**src/rtl/inst_prefetch_queue_pkg.sv**
```systemverilog
// Shared types and default widths for the instruction prefetch queue.
package inst_prefetch_queue_pkg;

  localparam int IPQ_ADDR_W = 16;
  localparam int IPQ_INST_W = 16;

  typedef enum logic [1:0] {
    IPQ_IDLE    = 2'd0,
    IPQ_REQ     = 2'd1,
    IPQ_DISCARD = 2'd2
  } ipq_state_e;

endpackage

```
**src/rtl/inst_prefetch_queue_sync_fifo.sv**
```systemverilog
// Small synchronous FIFO with flush; head word is always visible on dout.
module inst_prefetch_queue_sync_fifo #(
  parameter int W     = 32,
  parameter int DEPTH = 4
) (
  input  logic                       clk,
  input  logic                       rst,
  input  logic                       push,
  input  logic                       pop,
  input  logic                       flush,
  input  logic [W-1:0]               din,
  output logic [W-1:0]               dout,
  output logic [$clog2(DEPTH):0]     count
);

  localparam int AW = $clog2(DEPTH);
  localparam logic [AW-1:0] PTR_ONE = 1;
  localparam logic [AW:0]   CNT_ONE = 1;

  logic [DEPTH-1:0][W-1:0] mem;
  logic [AW-1:0]           rd_ptr;
  logic [AW-1:0]           wr_ptr;

  // Storage is left unreset; only the pointers define what is live.
  always_ff @(posedge clk) begin
    if (push) mem[wr_ptr] <= din;
  end

  always_ff @(posedge clk) begin
    if (rst || flush) begin
      rd_ptr <= '0;
      wr_ptr <= '0;
      count  <= '0;
    end else begin
      if (push) wr_ptr <= wr_ptr + PTR_ONE;
      if (pop)  rd_ptr <= rd_ptr + PTR_ONE;
      if (push && !pop)      count <= count + CNT_ONE;
      else if (pop && !push) count <= count - CNT_ONE;
    end
  end

  assign dout = mem[rd_ptr];

endmodule

```
**src/rtl/inst_prefetch_queue.sv**
```systemverilog
// Sequential instruction prefetcher: one outstanding memory read at a time,
// queued words tagged with their PC, redirect flushes and restarts fetch.
module inst_prefetch_queue
  import inst_prefetch_queue_pkg::*;
#(
  parameter int                    ADDR_WIDTH = IPQ_ADDR_W,
  parameter int                    INST_WIDTH = IPQ_INST_W,
  parameter int                    DEPTH      = 4,
  parameter logic [ADDR_WIDTH-1:0] RESET_PC   = '0
) (
  input  logic                  clk,
  input  logic                  rst,
  input  logic                  i_redirect_valid,
  input  logic [ADDR_WIDTH-1:0] i_redirect_pc,
  output logic                  o_mem_req,
  output logic [ADDR_WIDTH-1:0] o_mem_addr,
  input  logic                  i_mem_ack,
  input  logic [INST_WIDTH-1:0] i_mem_data,
  output logic                  o_inst_valid,
  output logic [INST_WIDTH-1:0] o_inst,
  output logic [ADDR_WIDTH-1:0] o_inst_pc,
  input  logic                  i_inst_ready
);

  localparam int CW = $clog2(DEPTH) + 1;
  localparam int EW = ADDR_WIDTH + INST_WIDTH;
  localparam logic [CW-1:0]         FULL    = CW'(DEPTH);
  localparam logic [CW-1:0]         CNT_ONE = 1;
  localparam logic [ADDR_WIDTH-1:0] PC_ONE  = 1;

  ipq_state_e            state;
  logic [ADDR_WIDTH-1:0] fetch_pc;
  logic [CW-1:0]         count;
  logic [CW-1:0]         count_nxt;
  logic [EW-1:0]         head;
  logic                  push;
  logic                  pop;

  // A redirect kills both the returning word and any same-cycle pop.
  assign push = (state == IPQ_REQ) && i_mem_ack && !i_redirect_valid;
  assign pop  = o_inst_valid && i_inst_ready && !i_redirect_valid;

  always_comb begin
    count_nxt = count;
    if (push && !pop)      count_nxt = count + CNT_ONE;
    else if (pop && !push) count_nxt = count - CNT_ONE;
  end

  always_ff @(posedge clk) begin
    if (rst) begin
      state      <= IPQ_IDLE;
      fetch_pc   <= RESET_PC;
      o_mem_req  <= 1'b0;
      o_mem_addr <= RESET_PC;
    end else begin
      if (i_redirect_valid) fetch_pc <= i_redirect_pc;
      case (state)
        // Nothing is outstanding in IDLE, so the credit check is just count.
        IPQ_IDLE: begin
          if (!i_redirect_valid && count < FULL) begin
            state      <= IPQ_REQ;
            o_mem_req  <= 1'b1;
            o_mem_addr <= fetch_pc;
          end
        end
        IPQ_REQ: begin
          if (i_mem_ack) begin
            if (i_redirect_valid) begin
              state     <= IPQ_IDLE;
              o_mem_req <= 1'b0;
            end else begin
              fetch_pc <= fetch_pc + PC_ONE;
              if (count_nxt < FULL) begin
                o_mem_addr <= fetch_pc + PC_ONE;
              end else begin
                state     <= IPQ_IDLE;
                o_mem_req <= 1'b0;
              end
            end
          end else if (i_redirect_valid) begin
            state <= IPQ_DISCARD;
          end
        end
        IPQ_DISCARD: begin
          if (i_mem_ack) begin
            state     <= IPQ_IDLE;
            o_mem_req <= 1'b0;
          end
        end
        default: begin
          state     <= IPQ_IDLE;
          o_mem_req <= 1'b0;
        end
      endcase
    end
  end

  inst_prefetch_queue_sync_fifo #(
    .W     (EW),
    .DEPTH (DEPTH)
  ) u_fifo (
    .clk   (clk),
    .rst   (rst),
    .push  (push),
    .pop   (pop),
    .flush (i_redirect_valid),
    .din   ({fetch_pc, i_mem_data}),
    .dout  (head),
    .count (count)
  );

  assign o_inst_valid = (count != '0);
  assign o_inst_pc    = o_inst_valid ? head[EW-1:INST_WIDTH] : '0;
  assign o_inst       = o_inst_valid ? head[INST_WIDTH-1:0]  : '0;

  a_no_overflow: assert property (@(posedge clk) disable iff (rst) !(push && count == FULL));

endmodule

```
**config.mk**
```make
export PLATFORM = sky130hd
export DESIGN_NAME = inst_prefetch_queue
export DESIGN_NICKNAME = d
export VERILOG_FILES = /design/src/rtl/inst_prefetch_queue_pkg.sv /design/src/rtl/inst_prefetch_queue_sync_fifo.sv /design/src/rtl/inst_prefetch_queue.sv
export SDC_FILE = /design/constraint.sdc
export NUM_CORES = 1
export LEC_CHECK = 0
export CAP_MARGIN = 20
export CORE_MARGIN = 2
export CORE_UTILIZATION = 56
export CTS_CLUSTER_DIAMETER = 200
export CTS_CLUSTER_SIZE = 10
export DETAILED_ROUTE_END_ITERATION = 7
export PLACE_DENSITY = 0.8
export SETUP_SLACK_MARGIN = 0.5
export SLEW_MARGIN = 10
export SYNTH_ARGS = -nofsm -noshare
export SYNTH_HDL_FRONTEND = slang
export SYNTH_SLANG_ARGS = --single-unit
```
**constraint.sdc**
```tcl
create_clock -name clk -period 3.35 [get_ports clk]
set_clock_uncertainty 0.05 [all_clocks]
set_input_delay 0.5025 -clock clk [delete_from_list [all_inputs] [get_ports clk]]
set_output_delay 0.5025 -clock clk [all_outputs]
set_load 0.02 [all_outputs]
```
# ---- Word level (Yosys, flattened, before mapping)
# Index checks and enable logic that the tools add are counted.
dict set report word_totals {
  ramBits 0
  input_bits 37
  regBits 170
  mem_count 0
  output_inout_bits 50
  mem_bits_ro 0
  latch_bits 0
  wordCells 79
}
dict set report classes {
  n_reduce_logical 18
  n_addsub 5
  div_mod_pow 0
  n_mul 0
  n_eq_ne 9
  n_bitwise 0
  magnitude_cmp 5
  n_shift 0
  n_mux 31
}
# op n
set op_table {}
lappend op_table {{$mux W16} 10}
lappend op_table {{$bwmux W128} 1}
lappend op_table {{$bmux W32 S2} 1}
lappend op_table {{$demux W32 S2} 1}
lappend op_table {{$mux W32} 2}
lappend op_table {{$pmux W16 S2} 1}
lappend op_table {{$add A16 B1 Y16 const B} 1}
lappend op_table {{$mux W2} 6}
lappend op_table {{$logic_and A1 B1 Y1} 8}
lappend op_table {{$ne A2 B2 Y1 const B} 4}
lappend op_table {{$reduce_and A4 Y1} 2}
lappend op_table {{$lt A2 B3 Y1 const B} 2}
lappend op_table {{$lt A3 B3 Y1 const B} 2}
lappend op_table {{$mux W3} 2}
lappend op_table {{$ne A3 B3 Y1 const B} 2}
lappend op_table {{$pmux W2 S3} 1}
lappend op_table {{$mux W1} 5}
lappend op_table {{$reduce_and A5 Y1} 1}
lappend op_table {{$add A2 B1 Y2 const B} 2}
lappend op_table {{$add A3 B1 Y3 const B} 1}
lappend op_table {{$logic_not A1 Y1} 3}
lappend op_table {{$pmux W1 S3} 1}
lappend op_table {{$reduce_bool A3 Y1} 1}
lappend op_table {{$sub A3 B1 Y3 const B} 1}
lappend op_table {{other kinds (7)} 7}

# ---- Depth between registers and ports, before layout
# Gate-level depths: netlist of the first run.
dict set report logic_depth {
  depth_word 12
  ltp_mapped 11
  depth_no_buf 10
}

# ---- Cells and area by module
# Synthesis of the first run repeated with hierarchy kept, for this count alone.
dict set report hier_totals {
  cells_unflattened 495
  area_unflattened_um2 7402.1
}
# module cells_per_inst seq_area_each_um2 instances area_each_um2
set modules_own_cells {}
lappend modules_own_cells {inst_prefetch_queue_sync_fifo 208 3983.8 1 5048.6}
lappend modules_own_cells {inst_prefetch_queue 287 700.7 1 2353.5}

# ---- Worst setup path before layout of the first run
# No wires, ideal clock.
dict set report synth_timing {
  path_type {in2reg}
  startpoint {input i_mem_ack}
  endpoint {register o_mem_addr[14]}
  setup_slack_ns 0.366
  path_stages 10
  setup_ns 0.142
  n_path_buf 3
  t_arrival_ns 2.792
  required_ns 3.158
  cell_sequence {buf_2 -> nand3b_1 -> nor2_1 -> clkbuf_1 -> ha_1 -> and3b_1 -> o211ai_2 -> a21o_1 -> clkbuf_1 -> a311oi_1}
}
dict set report synth_via {
  elab_chain_len 9
  word_cells_on_any_way 11
  classes_between {1 x order compare; 2 x eq/ne; 2 x mux; 6 x reduce/logical}
}
# item line
set synth_lines {}
lappend synth_lines {{start, declared} inst_prefetch_queue.sv:17} ;# input logic i_mem_ack,
lappend synth_lines {{$logic_and A1 B1 Y1 (*) (2 in a row)} inst_prefetch_queue.sv:40} ;# assign push = (state == IPQ_REQ) && i_mem_ack && !i_redirect_valid;
lappend synth_lines {{named net push} inst_prefetch_queue.sv:36} ;# logic push;
lappend synth_lines {{$logic_not A1 Y1} inst_prefetch_queue.sv:46} ;# else if (pop && !push) count_nxt = count - CNT_ONE;
lappend synth_lines {{$logic_and A1 B1 Y1} inst_prefetch_queue.sv:46}
lappend synth_lines {{$mux W3} inst_prefetch_queue.sv:46}
lappend synth_lines {{$mux W3 (*)} inst_prefetch_queue.sv:45} ;# if (push && !pop) count_nxt = count + CNT_ONE;
lappend synth_lines {{$lt A3 B3 Y1 (*)} inst_prefetch_queue.sv:73} ;# if (count_nxt < FULL) begin
lappend synth_lines {{$ne A2 B1 Y1 (no line) (*)} -}
lappend synth_lines {{$reduce_and A5 Y1 (no line) (*)} -}
lappend synth_lines {{end signal, assigned} inst_prefetch_queue.sv:63} ;# o_mem_addr <= fetch_pc;
lappend synth_lines {{end signal, assigned} inst_prefetch_queue.sv:74} ;# o_mem_addr <= fetch_pc + PC_ONE;
lappend synth_lines {{end, declared} inst_prefetch_queue.sv:16} ;# output logic [ADDR_WIDTH-1:0] o_mem_addr,
# Mark *: on every way through the listed nets, which the timed path passes. The rest lies on a longest branch.
# A chain may end at the register's enable or synchronous reset.

# ---- Worst setup path in the final report of the first run
dict set report layout_timing {
  startpoint {register u_fifo.rd_ptr[0]}
  endpoint {output o_inst_pc[9]}
}
dict set report layout_via {
  elab_chain_len 3
}
# item line
set layout_lines {}
lappend layout_lines {{start, declared} inst_prefetch_queue_sync_fifo.sv:21} ;# logic [AW-1:0] rd_ptr;
lappend layout_lines {{start signal, assigned} inst_prefetch_queue_sync_fifo.sv:36} ;# if (pop) rd_ptr <= rd_ptr + PTR_ONE;
lappend layout_lines {{$bmux W32 S2} inst_prefetch_queue_sync_fifo.sv:42} ;# assign dout = mem[rd_ptr];
lappend layout_lines {{$mux W32 (implied by the code)} inst_prefetch_queue_sync_fifo.sv:42}
lappend layout_lines {{$mux W16} inst_prefetch_queue.sv:113} ;# assign o_inst_pc = o_inst_valid ? head[EW-1:INST_WIDTH] : '0;
lappend layout_lines {{end, declared} inst_prefetch_queue.sv:21} ;# output logic [ADDR_WIDTH-1:0] o_inst_pc,
# Every way passes these cells. The select of a mux whose other input is x is not followed.

==> metrics.txt, run 1 <==
status=completed; Final setup violation count=0; Synth cell types=44; share of layout cells above drive strength 1=0.151; CP endpoint=o_inst_pc[9]; number of port buffers=86; Final Max Slew Viols=0; Post-synth top cells=edfxtp_1 (128), dfxtp_1 (42), and2_1 (36); crit-path max FO=14; Storage cell area=4690 µm²; min Tclk post-route=2.74 ns; xor/xnor share of the synthesized area=0.0220; Seq pwr share=0.513; adder-cell area share of the yosys netlist=0.0174; final worst path period share=0.817; die width=117 µm; Worst slew margin=0.503; post-DR wirelength/cell=20.1 µm; worst hold path startpoint=u_fifo.count[0]; R2R depth=4; met1 Track Usage GR=0.304; Setup crit start=u_fifo.rd_ptr[0]; dpl hpwl=9390 µm; Core Area=12,600 µm²; Post-synth EDFFs=128; Syn Inst Count=478; internal power=3.67 mW; Worst-path clk slew=0.06 ns; CP endpoint kind=primary output; # hold bufs at CTS=0; multi-input logic area=2330 µm²; Synth top area share=0.535; sequential-to-total area share from yosys stat=0.653; starting density of the core=0.571; top post-synthesis cells by area=edfxtp_1 (54%), dfxtp_1 (12%), mux4_2 (10%); CTS buffer count=17; unrepaired setup endpoints after global routing=no; Least-Margin Pin Slew=0.743 ns; peak supply drop=0.287 mV; Root Driver=clkbuf_16; Synth Flop Type=edfxtp_1; Final Hold Viols=0; Final Power=4.61 mW; post-synthesis register bit count=170; CTS tree=built; Top delay family on crit path=buffers and inverters; Area Overhead vs Synth=24.1%; Clock Power Share=0.428; Layout fillers=813; most frequent cell after synthesis=edfxtp_1; Comb power frac=0.059; Sink Count=170; gr busiest metal=met2; largest stage delay on the critical path=0.50 ns; post-synth top area cell=edfxtp_1; reg2reg end=o_mem_addr[15]; Post-Syn Area=7180 µm²; main combinational cell family by area after synthesis=simple AND/OR/NAND/NOR gates; Worst path depth=4; Ys Warns=0; first-pass GRT wire length=23,700 µm; Overflow after GRT=0; FMAX=0.365 GHz; Setup Crit Path Kind=reg -> out; leakage=3.00 nW; vias in the first global route=4,494; DRC viols=0; crit-path cells=bufbuf_16 > mux4_2 > and2_1 > dlygate4sd2_1; largest net degree at the start of global routing=36; Worst R2R Setup Slack=0.69 ns; Synth Area in Simple Gates=0.104; met2 Use GR=0.388; Final Wtd Congestion=0.855; Critical Path Source Type=flop; syn_area_per_cell=15.0 µm²; Slowest-stage cell, CP=mux4_2; initial antenna violation count=0; DRT iter0 DRCs=368; setup total negative slack=0 ns; row count=41; Via Count=4,502; Sw Pwr=934 µW; maximum clock path buffer count=2; ys async rst share=0; ant diodes=0; CP required=2.80 ns; I/O pin count=87; CTS H-tree lvls=4; clk_lat worst skew=0.42 ns; GRT Overall Usage=0.233; post-synthesis mux area share=0.103; Die ar.=13,700 µm²; pwr/cell area=517 nW/µm²; worst min path class=reg -> reg; Detail Route Antenna Nets=0; MaxCap Viol Count=0; Synth Area in Compound Gates=0.0772; critical path buffer and inverter count=2; vias per inst=5.98; Die H=117 µm; setup bufs post-CTS=0; Routed WL=15,200 µm; M3 GR Usage=0.0510; Layout Nets=615; beginning of the worst register-to-register path=fetch_pc[4]; switching share of total power=0.203; First-pass DRT Iterations=5; syn nets=525; critical path arrival=2.19 ns
[flip-flops by register name, indices dropped and copies added, names as in the netlist]
signal,flops
fetch_pc,16
o_mem_addr,16
state,2
u_fifo.wr_ptr,2
u_fifo.mem,128
u_fifo.rd_ptr,2
u_fifo.count,3
o_mem_req,1
[routing by layer]
layer	up-vias	wire length, µm
met5	-	0
met4	0	259
met3	21	786
met2	162	7840
met1	2263	6280
li1	2056	-
[worst min-delay path by stage]
stage / to / slack [ns] / cells after the start
finish: u_fifo.count[0] / 0.46 / 2
global route: u_fifo.mem[48] / 0.49 / 0
CTS: u_fifo.count[0] / 0.46 / 2
detailed placement: u_fifo.count[0] / 0.46 / 2
global placement: o_mem_req / 0.44 / 2
floorplan: u_fifo.mem[115] / 0.40 / 0
[power by group through the flow]
stage                     logic, mW  registers [mW]  clock network (mW)
after floorplan               0.120            2.41                   0
after global placement        0.260            2.40                   0
after detailed placement      0.269            2.40                   0
after CTS                     0.269            2.36                1.99
after global routing          0.290            2.37                2.09
final                         0.271            2.36                1.97
[per-stage QoR]
| stage | cells | hold WS, ns | setup WS (ns) | instance area (µm²) | util |
|---|---|---|---|---|---|
| floorplan | 478 | 0.405 | 0.557 | 7180 | - |
| global placement | 720 | 0.437 | 0.294 | 8280 | 0.659 |
| detailed placement | 720 | 0.455 | 0.107 | 8280 | 0.659 |
| CTS | 753 | 0.464 | 0.450 | 8900 | 0.708 |
| global route | 753 | 0.494 | 0.496 | 8910 | 0.709 |
| finish | 753 | 0.458 | 0.612 | 8910 | 0.709 |
[cell type report]
class                           count  area share
Clock buffer                       25      0.0545
Clock inverter                      7      0.0129
Inverter                           11     0.00463
Multi-Input combinational cell    265       0.262
Sequential cell                   170       0.526
Tap cell                          172      0.0242
Timing Repair Buffer              103       0.116
[repair_timing]
action                                  CTS  global route
resized for setup                        32             5
gates cloned                              1             0
endpoints found under the setup margin   31            20
[logic make-up after synthesis]
| logic type | Yosys count |
|---|---|
| AOI/OAI and AO/OA | 76 |
| buffers and inverters | 43 |
| adders and majority gates | 10 |
| and+or+nand+nor | 127 |
| muxes | 34 |
| DFF | 170 |
| xor gates and xnor gates | 18 |
[worst reg2reg max path, cell delays in order, from the launching register on]
cell and delay [ns]:
dfxtp_1 0.57, and4_1 0.33, nand4_1 0.61, or4_1 0.74, a311oi_1 0.27
[cells in the final DEF (no fill, tap or decap), drive strengths merged, types with 7 or more instances in the layout]
cell and count:
a311oi 14, clkbuf 25, a211oi 32, buf 16, ha 10, or4 8
inv 11, nand2 18, dlygate4sd2 28, mux4 32, clkdlybuf4s50 57, o31ai 7
or3 8, xnor2 13, nor2 19, and2 36, o21ai 9, nand3 8
dfxtp 42, edfxtp 128, a21oi 8
No activity file was read; power rests on OpenSTA's default activity.
==> run 2, diff against run 1 <==
Settings changed: CORE_UTILIZATION 56 to 50, PLACE_DENSITY 0.8 to 0.76.
Clock period 3.35 ns to 2.4 ns, I/O delays scaled along.
==> metrics.txt, run 2 (synthesized netlist as in run 1, its figures left out) <==
status=completed; DRC viols=0 (unchanged); Critical Path Source Type=flop; peak supply drop=0.556 mV (+94%); hold worst-path end=fetch_pc[2]; MaxCap Viol Count=0 (unchanged); M3 GR Usage=0.0499 (-0.00107); Worst slew margin=0.657 (+0.154); Routed WL=17,500 µm (+15%); worst hold path startpoint=i_redirect_valid; most frequent cells in the layout=edfxtp_1 (128), buf_6 (50), clkdlybuf4s50_1 (47); setup slack at placement=-0.304 ns (-0.411 ns); largest stage delay on the critical path=0.50 ns (about the same); number of port buffers=86 (unchanged); maximum clock path buffer count=2 (unchanged); largest net degree at the start of global routing=35 (-2.8%); met2 Use GR=0.393 (+0.00477); First-pass DRT Iterations=6 (+1); Via Count=4,816 (+7.0%); Root Driver=clkbuf_16; gr busiest metal=met2; most common cell after layout, fill and taps aside=edfxtp_1; Final Power=6.40 mW (+39%); CP endpoint kind=primary output; Die H=124 µm (+5.6%); starting density of the core=0.515 (-0.0560); dpl hpwl=9880 µm (+5.2%); Slowest-stage cell, CP=mux4_2; crit-path cells=buf_12 > buf_16 > mux4_2 > and2_4 > buf_6; Final Wtd Congestion=0.925 (+8.2%); Die ar.=15,300 µm² (+12%); initial antenna violation count=0 (unchanged); I/O pin count=87 (unchanged); Setup Crit Path Kind=reg -> out; CTS H-tree lvls=4 (unchanged); # hold bufs at CTS=0 (unchanged); leakage=3.41 nW (+14%); biggest regs=u_fifo.mem (128), fetch_pc (16), o_mem_addr (16); DRT iter0 DRCs=489 (+33%); pwr/cell area=643 nW/µm² (+24%); hold slack=0.374 ns (-0.0844 ns); critical path buffer and inverter count=3 (+1); Reg with most FFs=u_fifo.mem; critical path arrival=1.94 ns (-0.25 ns); crit-path max FO=8 (-6); Sink Count=170 (unchanged); share of layout cells above drive strength 1=0.417 (+0.266); Final Max Slew Viols=0 (unchanged); Core Area=13,900 µm² (+11%); Worst-path clk slew=0.06 ns (about the same); Top delay family on crit path=multiplexers; Final Hold Viols=0 (unchanged); Final setup violation count=0 (unchanged); min Tclk post-route=2.35 ns; FMAX=0.425 GHz; Worst R2R Setup Slack=0.17 ns (-0.52 ns); R2R depth=13 (+9); GRT Overall Usage=0.236 (+0.00244); reg2reg end=o_mem_addr[13]; final worst path period share=0.981; CTS buffer count=17 (unchanged); Overflow after GRT=0 (unchanged); die width=124 µm (+5.6%); ant diodes=0 (unchanged); Area Overhead vs Synth=38.7%; vias in the first global route=4,831 (+7.5%); Detail Route Antenna Nets=0 (unchanged); Least-Margin Pin Slew=0.513 ns (-0.230 ns); beginning of the worst register-to-register path=u_fifo.count[1]; CP required=1.99 ns (-0.81 ns); vias per inst=5.95 (-0.55%); met1 Track Usage GR=0.313 (+0.00823); first-pass GRT wire length=26,200 µm (+11%); row count=43 (+4.9%); worst min path class=in -> reg; CTS tree=built; hold depth=4 (+2); max FFs per register=128 (unchanged); Layout fillers=835 (+2.7%); post-DR wirelength/cell=21.6 µm (+7.2%); fin worst setup slack=0.0462 ns (-0.566 ns); unrepaired setup endpoints after global routing=yes; clk_lat worst skew=0.42 ns (about the same); Layout Nets=665 (+8.1%)
## run 2: cell types whose count changed in the layout (fill, tap and decap cells not counted), moves of 20 or more
cell / delta
and2_1: -36
dlygate4sd2_1: -27
and2_4: +32
buf_6: +50
buf_4: +20
## run 2: how the worst max path moves through the flow
stage                           startpoint  slack [ns]              to  cells past startpoint
after detailed placement         i_mem_ack       -0.30   o_mem_addr[9]                     10
after CTS                 u_fifo.rd_ptr[0]        0.03    o_inst_pc[3]                      5
after floorplan                   state[1]       -0.03  o_mem_addr[14]                     11
after global routing      u_fifo.rd_ptr[0]       0.006   o_inst_pc[15]                      5
final                     u_fifo.rd_ptr[0]        0.05   o_inst_pc[15]                      5
after global placement    i_redirect_valid       -0.13   o_mem_addr[9]                     10
## run 2: final cells by class
type | count | area (µm²) | share of cell area
flip-flops and latches | 170 | 4710 | 0.474
clock inverters | 13 | 129 | 0.0129
clock buffers | 18 | 429 | 0.0431
well taps | 180 | 225 | 0.0226
inverters | 11 | 43.8 | 0.00440
multi-input cells | 265 | 2700 | 0.272
repair buffers | 153 | 1710 | 0.172
## run 2: repair_timing
item / 4_1_cts / 5_1_grt
pin swaps: 34 / 34
gates cloned: 5 / 1
endpoints found under the setup margin: 178 / 181
setup buffers: 19 / 4
resized for setup: 294 / 39
## run 2: routing by layer
layer  share of wire  vias to the layer above
met5               0                        -
met1            0.42                     2416
met4           0.019                        0
li1                -                     2159
met2            0.50                      214
met3           0.066                       27
## run 2: tightest hold or removal path, stage by stage
cell            delay [ns]
dlymetal6s2s_1        0.18
buf_4                 0.16
nand2_1               0.06
a21oi_1               0.05
## run 2: power breakdown
group          leakage (nW)  switching, mW  internal, mW
Clock                 0.264           1.09          1.51
Sequential             1.51         0.0659          3.22
Combinational          1.64          0.259         0.250
## run 2: stage by stage
step | area [µm²] | setup TNS, ns | instances | utilization
6_report | 9950 | 0 | 810 | 0.714
5_1_grt | 9950 | 0 | 810 | 0.714
4_1_cts | 9740 | 0 | 805 | 0.699
3_5_place_dp | 8580 | -3.61 | 750 | 0.616
3_3_place_gp | 8580 | -1.71 | 750 | 0.616
2_1_floorplan | 7270 | -0.122 | 478 | -
